--- config.mk ---
export PLATFORM = sky130hd
export DESIGN_NAME = wb_arbiter
export DESIGN_NICKNAME = d
export VERILOG_FILES = /design/src/rtl/wb_pkg.sv /design/src/rtl/wb_fifo2.sv /design/src/rtl/wb_arbiter.sv
export SDC_FILE = /design/constraint.sdc
export NUM_CORES = 1
export LEC_CHECK = 0
export ABC_AREA = 0
export BUFFER_PORTS_ARGS = -buffer_cell sky130_fd_sc_hd__buf_2
export CAP_MARGIN = 20
export CORE_ASPECT_RATIO = 0.5
export CORE_MARGIN = 2
export CORE_UTILIZATION = 39
export CTS_CLUSTER_SIZE = 12
export DETAILED_ROUTE_END_ITERATION = 8
export PLACE_DENSITY = 0.67
export SKIP_LAST_GASP = 1
export SYNTH_ARGS = -nofsm -noshare
export SYNTH_HDL_FRONTEND = slang
export SYNTH_SLANG_ARGS = --single-unit
--- constraint.sdc ---
create_clock -name clk -period 6.6 [get_ports clk]
set_input_delay 1.98 -clock clk [delete_from_list [all_inputs] [get_ports clk]]
set_output_delay 1.98 -clock clk [all_outputs]
set_load 0.05 [all_outputs]
--- src/rtl/wb_pkg.sv ---
// Shared types and widths for the register-file writeback arbiter.
// Sized to a 32-entry, 32-bit register file.
package wb_pkg;

  localparam int REG_AW = 5;
  localparam int REG_DW = 32;

  typedef struct packed {
    logic [REG_AW-1:0] addr;
    logic [REG_DW-1:0] data;
  } wb_req_t;

endpackage

--- src/rtl/wb_fifo2.sv ---
// Two-entry in-order buffer for long-latency writebacks. Slot 0 is always the head.
// Both slots are visible so the issue stage can match pending destinations.
module wb_fifo2
  import wb_pkg::*;
(
  input  logic    clk,
  input  logic    rst,
  input  logic    push,
  input  logic    pop,
  input  wb_req_t wr_req,
  output logic    full,
  output logic    empty,
  output wb_req_t head,
  output wb_req_t ent0,
  output wb_req_t ent1,
  output logic    ent0_vld,
  output logic    ent1_vld
);

  logic [1:0] cnt_q, cnt_d;
  wb_req_t    slot0_q, slot0_d;
  wb_req_t    slot1_q, slot1_d;
  logic       push_ok, pop_ok;

  always_comb begin
    push_ok = push && (cnt_q != 2'd2);
    pop_ok  = pop && (cnt_q != 2'd0);
    cnt_d   = cnt_q;
    slot0_d = slot0_q;
    slot1_d = slot1_q;
    if (pop_ok) begin
      slot0_d = slot1_q;
      cnt_d   = cnt_d - 2'd1;
    end
    if (push_ok) begin
      // the new entry lands right behind whatever survives this cycle's pop
      if (cnt_d == 2'd0) slot0_d = wr_req;
      else               slot1_d = wr_req;
      cnt_d = cnt_d + 2'd1;
    end
  end

  always_ff @(posedge clk) begin
    if (rst) cnt_q <= 2'd0;
    else     cnt_q <= cnt_d;
  end

  always_ff @(posedge clk) begin
    slot0_q <= slot0_d;
    slot1_q <= slot1_d;
  end

  assign full     = (cnt_q == 2'd2);
  assign empty    = (cnt_q == 2'd0);
  assign head     = slot0_q;
  assign ent0     = slot0_q;
  assign ent1     = slot1_q;
  assign ent0_vld = (cnt_q != 2'd0);
  assign ent1_vld = (cnt_q == 2'd2);

endmodule

--- src/rtl/wb_arbiter.sv ---
// Two-port register-file writeback arbiter: port A has priority, buffered port B is forced
// through after STARVE_LIMIT lost cycles. Define WB_ARB_FORWARD_EN to build the forwarding mux.
module wb_arbiter
  import wb_pkg::*;
#(
  parameter int STARVE_LIMIT = 4
) (
  input  logic              clk,
  input  logic              rst,
  input  logic              a_valid,
  output logic              a_ready,
  input  logic [REG_AW-1:0] a_addr,
  input  logic [REG_DW-1:0] a_data,
  input  logic              b_valid,
  output logic              b_ready,
  input  logic [REG_AW-1:0] b_addr,
  input  logic [REG_DW-1:0] b_data,
  output logic              we3,
  output logic [REG_AW-1:0] a3,
  output logic [REG_DW-1:0] wd3,
  input  logic [REG_AW-1:0] rq_addr,
  output logic              rq_pend,
  output logic              fwd_hit,
  output logic [REG_DW-1:0] fwd_data
);

  localparam logic [3:0] STARVE_TC = 4'(STARVE_LIMIT);

  logic       fifo_full, fifo_empty, fifo_push, fifo_pop;
  logic       ent0_vld, ent1_vld;
  wb_req_t    fifo_head, ent0, ent1, b_req;
  logic       forced, a_grant, b_grant;
  logic       match0, match1;
  logic [3:0] starve_q, starve_d;
  logic       we3_q, we3_d;
  wb_req_t    out_q, out_d;

  assign b_req = '{addr: b_addr, data: b_data};

  wb_fifo2 u_fifo (
    .clk      (clk),
    .rst      (rst),
    .push     (fifo_push),
    .pop      (fifo_pop),
    .wr_req   (b_req),
    .full     (fifo_full),
    .empty    (fifo_empty),
    .head     (fifo_head),
    .ent0     (ent0),
    .ent1     (ent1),
    .ent0_vld (ent0_vld),
    .ent1_vld (ent1_vld)
  );

  always_comb begin
    forced    = !fifo_empty && (starve_q == STARVE_TC);
    a_ready   = !rst && !forced;
    b_ready   = !rst && !fifo_full;
    // A writes to r0 are swallowed, which leaves the slot free for the B head
    a_grant   = a_valid && a_ready && (a_addr != '0);
    b_grant   = !rst && !fifo_empty && !a_grant;
    fifo_push = b_valid && b_ready && (b_addr != '0);
    fifo_pop  = b_grant;
    starve_d  = (fifo_empty || b_grant) ? 4'd0 : starve_q + 4'd1;
    we3_d     = a_grant || b_grant;
    out_d     = out_q;
    if (a_grant)      out_d = '{addr: a_addr, data: a_data};
    else if (b_grant) out_d = fifo_head;
  end

  always_ff @(posedge clk) begin
    if (rst) begin
      starve_q <= 4'd0;
      we3_q    <= 1'b0;
      out_q    <= '0;
    end else begin
      starve_q <= starve_d;
      we3_q    <= we3_d;
      out_q    <= out_d;
    end
  end

  assign we3 = we3_q;
  assign a3  = out_q.addr;
  assign wd3 = out_q.data;

  always_comb begin
    match0  = ent0_vld && (ent0.addr == rq_addr);
    match1  = ent1_vld && (ent1.addr == rq_addr);
    rq_pend = !rst && (rq_addr != '0) && (match0 || match1);
  end

`ifdef WB_ARB_FORWARD_EN
  always_comb begin
    fwd_hit  = rq_pend;
    fwd_data = '0;
    if (rq_pend) fwd_data = match1 ? ent1.data : ent0.data;
  end
`else
  logic unused_fwd;
  assign unused_fwd = ^{ent0.data, ent1.data};
  assign fwd_hit    = 1'b0;
  assign fwd_data   = '0;
`endif

endmodule

==> impl_metrics.py, run 1 <==
metrics = {
    "critical_path": {
        "r2r_slack_ns": 3.03,
        "critPathCaptureType": "primary output",
        "cp_data_arrival_time_ns": 3.08,
        "crit_fanout": 3,
        "crit_path_start_kind": "input pin",
        "cp.required_ns": 4.62,
        "crit_type": "in2out",
    },
    "clock_tree": {
        "clock-sinks": 118,
        "cts_setup_buffers": 0,
        "cts_tree": "done",
        "cts_made_buffers": 17,
        "htreeDepth": 4,
        "cts_hold_buffers": 0,
        "ctsResizeCount": 0,
        "clockBufferDepth": 2,
        "path_clk_slew_ns": 0.06,
        "cts_root_buffer": "clkbuf_16",
        "clk_latency_ns": 0.41,
    },
    "logic_synthesis": {
        "synth.avg_cell_area_um2": 9.89,
        "netlist_area_mm2": 0.00501,
        "synth_largest_area_cell": "dfxtp_1",
        "seq_area_frac_synth_pct": 54.5,
        "synthCells": 507,
        "synth_area_leaders": "dfxtp_1 (32%), edfxtp_1 (22%), mux2i_1 (7.4%)",
        "synth_top_area_share_pct": 32.3,
        "synth_seq_cells": 118,
        "synth_cell_types": 33,
        "ys_warn_count": 0,
    },
    "sta": {
        "slew_headroom_pct": 39.6,
        "grt_setup_unrepaired": "false",
        "hold_viol_final": 0,
        "finalSetupTns_ns": 0,
        "holdWs_ns": 0.470,
        "worstMarginPinSlew_ns": 0.906,
        "min_period_ns": 5.06,
        "setup_violations": 0,
        "finalMaxSlewViolations": 0,
        "fin_crit_sh_pct": 76.7,
        "fmax_mhz": 197,
        "setup_ws_ns": 1.54,
        "worst_clock_skew_ns": 0.00741,
    },
    "drt": {
        "wire_per_inst_um": 14.4,
        "drt_iter0_drc": 178,
        "vias": 3857,
        "dr.pass1.iters": 4,
        "drt-vias-per-instance": 4.79,
        "drtAntennaViolNets": 0,
        "postRouteWirelength_mm": 11.6,
        "drcViolationCount": 0,
    },
    "floorplanning": {
        "placementRows": 29,
        "die_x_um": 164,
        "coreArea_mm2": 0.0126,
        "io_pins": 157,
        "dieArea_mm2": 0.0138,
        "die_y_um": 84.2,
        "initial_utilization_pct": 39.8,
    },
    "global_route": {
        "grt_overflow_total": 0,
        "first_global_vias": 3806,
        "grt_max_degree": 48,
        "grt_usage_pct": 17.3,
        "grt_pass1_wl_mm": 18.6,
        "antenna_found_initial": 2,
    },
    "cells_and_area": {
        "seq_area_mm2": 0.00273,
        "drive_gt1_share_pct": 27.0,
        "multi_input_area_mm2": 0.00200,
        "design_area_mm2": 0.00621,
        "final.fill_count": 1164,
        "nets": 709,
        "area_delta_synth_final_pct": 23.8,
    },
    "power": {
        "power_leakage_nw": 2.81,
        "combPwrFrac_pct": 31.5,
        "pwr-share-clk_pct": 30.4,
        "switching_power_mw": 1.05,
        "p_seq_share_pct": 38.1,
        "powerDensity_mw_per_mm2": 465,
        "swShare_pct": 36.2,
        "max-vdd-ir-drop_v": 0.000196,
        "p_int_mw": 1.84,
    },
    "placed_design": {
        "place_ws_ns": 1.45,
        "dp_hpwl_mm": 7.90,
        "placed_cell_area_mm2": 0.00564,
        "portBuffers": 123,
        "gp_congestion": 0.778,
    },
    "hold_path": {
        "worst_hold_path_type": "reg2reg",
    },
    "run_status": {
        "status": "finished clean",
    },
    "job": {
        "max_cap_viol_count": 0,
    },
}
-- cell usage after synthesis --
library cell,n
clkbuf_1,14
a21oi_1,1
edfxtp_1,37
o21ai_0,1
or3_1,1
inv_1,7
and3b_1,1
conb_1,1
nor4_2,1
buf_2,16
nand3_1,2
or3_4,1
or4_1,1
mux2i_1,37
dfxtp_1,81
a21oi_2,1
nor2_1,79
xor2_1,6
o21a_1,1
ha_1,5
nand2_1,77
a31oi_1,39
buf_4,34
nand4_1,1
mux2_4,1
a211oi_1,38
a211oi_2,1
nor3b_1,2
buf_1,3
nor3_1,6
xnor2_1,9
or2_2,1
nor4_1,1
-- power by group through the flow --
stage          Clock (mW)  Combinational [mW]  Sequential (mW)
2_1_floorplan           0               0.520             1.30
3_3_place_gp            0               0.892             1.11
3_5_place_dp            0               0.910             1.12
4_1_cts             0.889               0.916             1.10
5_1_grt             0.922               0.992             1.13
6_report            0.876               0.910             1.10
-- layout by cell type (no fill, tap or decap), types with 2 or more instances in the layout --
cell type,netlist,layout
clkinv_4,0,2
nor3b_1,2,2
conb_1,1,33
nand2_1,77,76
buf_4,34,7
nor2_1,79,78
a31oi_1,39,39
xor2_1,6,6
xnor2_1,9,9
clkbuf_16,0,17
dfxtp_1,81,81
buf_2,16,123
clkinvlp_4,0,4
edfxtp_1,37,37
ha_1,5,4
clkinv_2,0,5
bufinv_16,0,2
diode_2,0,2
nor3_1,6,5
mux2i_1,37,37
a211oi_1,38,38
inv_1,7,7
-- worst max-delay path, stage by stage --
cell     delay [ns]
buf_2          0.13
xor2_1         0.15
nor4_1         0.27
a31oi_1        0.12
nor3_1         0.15
buf_2          0.30
-- sequential cells by signal (all words and copies together), names as in the netlist --
signal        count
u_fifo.ent0      37
u_fifo.ent1      37
wd3              32
a3                5
starve_q          4
u_fifo.cnt_q      2
we3               1
-- stage by stage --
step	power [mW]	utilization, %	instances
after floorplan	1.82	-	539
after global placement	2.01	44.8	772
after detailed placement	2.03	44.8	772
after CTS	2.91	49.3	804
after global routing	3.04	49.3	804
final	2.89	49.3	806
-- cell families (layout without fill, tap and decap cells) --
family	Yosys count	after routing	synth area share, %
compound gates	82	82	11.3
simple gates	174	174	14.1
other cells	1	35	0.0748
flops	118	118	54.5
fa+ha+maj	5	5	1.25
xor+xnor	15	15	2.62
buf+inv	74	169	8.48
mux	38	38	7.68
-- final timing paths --
path	from	endpoint	cells after the start
worst min register to register	u_fifo.ent0[7]	u_fifo.ent0[7]	2
worst max register to register	u_fifo.cnt_q[0]	u_fifo.ent1[16]	7
worst max-delay path	rq_addr[3]	rq_pend	6
worst min-delay path	u_fifo.ent0[7]	u_fifo.ent0[7]	2
-- final cells by class --
cell class	instances	share of cell area (%)
antenna	2	0.0806
clock buffer	18	6.91
clock inverter	14	2.20
inverter	7	0.423
multi-input combinational	347	32.2
sequential	118	44.0
tap	170	3.43
timing repair buffer	130	10.8
-- per-layer routing --
layer	vias up	GRT usage (%)	routed length [um]	share of wire [%]
met2	113	28.1	5410	47
met3	26	4.45	623	5.4
li1	1942	-	-	-
met1	1776	21.8	5300	46
met4	0	7.66	238	2.1
met5	-	0	0	0
(Power assumes the default switching activity.)
==> run 2, diff against run 1 <==
ABC_AREA = 1   (was 0)
PLACE_DENSITY = 0.68   (was 0.67)
clock period = 4.6 ns   (was 6.6 ns; I/O delays follow)
==> run 2 against run 1 <==
  * Flip-flop and latch count is the same
  * Global-route usage grew 1.2 points
  * Sequential share of layout area shrank 2.5 points
  * Final area grew 6.1%
  * Routed wire length grew 16%
  * Hold slack lost 0.0039 ns
  * Non-clock buffer count grew 4
  * Area after synthesis grew 6.7%
  * Clock skew is essentially flat
  * Die area grew 6.4%
  * Critical path type unchanged
==> impl_metrics.py, run 2 <==
metrics = {
    "sta": {
        "hold_viol_final": 0,
        "slew_headroom_pct": 30.4,
        "setup_violations": 0,
        "worst_clock_skew_ns": 0.00707,
        "finalSetupTns_ns": 0,
        "fmax_mhz": 263,
        "grt_setup_unrepaired": "false",
        "worstMarginPinSlew_ns": 1.04,
        "finalMaxSlewViolations": 0,
        "min_period_ns": 3.80,
        "fin_crit_sh_pct": 82.6,
        "setup_ws_ns": 0.798,
    },
    "cells_and_area": {
        "layout_common_cells": "nand3_1 (146), nand2_1 (135), buf_2 (123)",
        "nets": 856,
        "area_delta_synth_final_pct": 23.1,
        "mostFrequentLayoutCell": "nand3_1",
        "num_antenna_cells": 0,
        "drive_gt1_share_pct": 21.6,
    },
    "drt": {
        "drt_iter0_drc": 253,
        "drt-vias-per-instance": 4.93,
        "vias": 4721,
        "drcViolationCount": 0,
        "wire_per_inst_um": 14.0,
        "drtAntennaViolNets": 0,
        "postRouteWirelength_mm": 13.4,
        "dr.pass1.iters": 5,
    },
    "logic_synthesis": {
        "synth_top_area_share_pct": 30.3,
        "seq_area_frac_synth_pct": 51.1,
        "ys_warn_count": 0,
        "netlist_area_mm2": 0.00535,
        "synth.avg_cell_area_um2": 8.12,
        "synth_area_leaders": "dfxtp_1 (30%), edfxtp_1 (21%), nand3_1 (14%)",
        "async_reset_ff_share_pct": 0,
        "synthCells": 659,
        "synth_edf_count": 37,
        "synthFlopType": "dfxtp_1",
        "synth_most_common_cell": "nand3_1",
        "synthTopCellsByCount": "nand3_1 (147), nand2_1 (135), dfxtp_1 (81)",
        "synth_seq_cells": 118,
        "synth_cell_types": 29,
        "synth_largest_area_cell": "dfxtp_1",
    },
    "clock_tree": {
        "clockBufferDepth": 2,
        "clock-sinks": 118,
        "cts_root_buffer": "clkbuf_16",
        "htreeDepth": 4,
        "cts_tree": "done",
        "ctsResizeCount": 0,
        "path_clk_slew_ns": 0.05,
        "cts_setup_buffers": 0,
        "clk_latency_ns": 0.40,
        "cts_hold_buffers": 0,
        "cts_made_buffers": 17,
    },
    "floorplanning": {
        "die_x_um": 170,
        "dieArea_mm2": 0.0147,
        "io_pins": 157,
        "placementRows": 30,
        "die_y_um": 86.8,
        "initial_utilization_pct": 39.7,
        "coreArea_mm2": 0.0135,
    },
    "job": {
        "max_cap_viol_count": 0,
    },
    "placed_design": {
        "gp_congestion": 0.783,
        "dp_hpwl_mm": 8.77,
        "portBuffers": 123,
        "place_ws_ns": 0.787,
    },
    "power": {
        "powerDensity_mw_per_mm2": 559,
        "power_leakage_nw": 3.27,
        "power.total_mw": 3.68,
        "max-vdd-ir-drop_v": 0.000229,
    },
    "critical_path": {
        "cp_data_arrival_time_ns": 2.42,
        "cp.required_ns": 3.22,
        "crit_type": "in2out",
        "critPathCaptureType": "primary output",
        "crit_fanout": 5,
        "crit_path_start_kind": "input pin",
    },
    "hold_path": {
        "worst_hold_path_type": "reg2reg",
    },
    "global_route": {
        "grt_usage_pct": 18.5,
        "first_global_vias": 4378,
        "grt_max_degree": 107,
        "grt_overflow_total": 0,
        "grt_pass1_wl_mm": 21.5,
        "antenna_found_initial": 0,
    },
    "run_status": {
        "status": "finished clean",
    },
}
## run 2: cell types whose count changed in the layout (fill, tap and decap cells not counted), sizes merged, moves of 7 or more
cell    delta
clkbuf     +7
mux2i     -37
nand2     +58
a211oi    -39
nand3    +145
nor2      -27
inv       +54
## run 2: cell type report
cell class	count	area, um^2
fillers	1295	6890
flip-flops and latches	118	2730
multi-input cells	436	2060
repair buffers	134	711
clock buffers	25	517
inverters	61	229
well taps	176	220
clock inverters	7	115
## run 2: final timing paths
check                                  endpoint            start  cells after the start  slack (ns)
worst max register to register  u_fifo.ent0[14]  u_fifo.cnt_q[0]                     12        1.65
worst min-delay path                starve_q[0]      starve_q[0]                      1        0.47
worst min register to register      starve_q[0]      starve_q[0]                      1        0.47
worst max-delay path                    rq_pend       rq_addr[2]                      7        0.80
## run 2: worst max-delay path, cell delays in order
cell and delay (ns):
buf_2 0.10, inv_1 0.11, o22ai_1 0.10, nor3b_1 0.24, nand3_1 0.10, a21oi_1 0.13, buf_2 0.27
## run 2: logic make-up after synthesis
logic type | after synthesis | synth area share [%]
and+or+nand+nor | 341 | 27.8
xor gates and xnor gates | 4 | 0.655
AOI/OAI and AO/OA | 53 | 6.10
adders and majority gates | 5 | 1.17
other | 1 | 0.0701
buffers and inverters | 137 | 13.1
DFF | 118 | 51.1
## run 2: per-stage QoR
stage	utilization [%]	cell area, um^2	hold WS (ns)	instances
3_5_place_dp	44.2	5960	0.462	925
3_3_place_gp	44.2	5960	0.439	925
4_1_cts	48.9	6590	0.469	957
6_report	48.9	6590	0.466	957
2_1_floorplan	-	5470	0.430	691
5_1_grt	48.9	6590	0.489	957
## run 2: metal layers
metal	global-route usage, %	wire (um)
met5	0	0
met4	4.97	111
met3	3.84	488
met2	32.2	6590
met1	23.7	6230
## run 2: where the power goes
group	switching [mW]	internal (mW)
clock	0.454	0.941
combinational	0.574	0.263
sequential	0.124	1.32
total	1.15	2.53
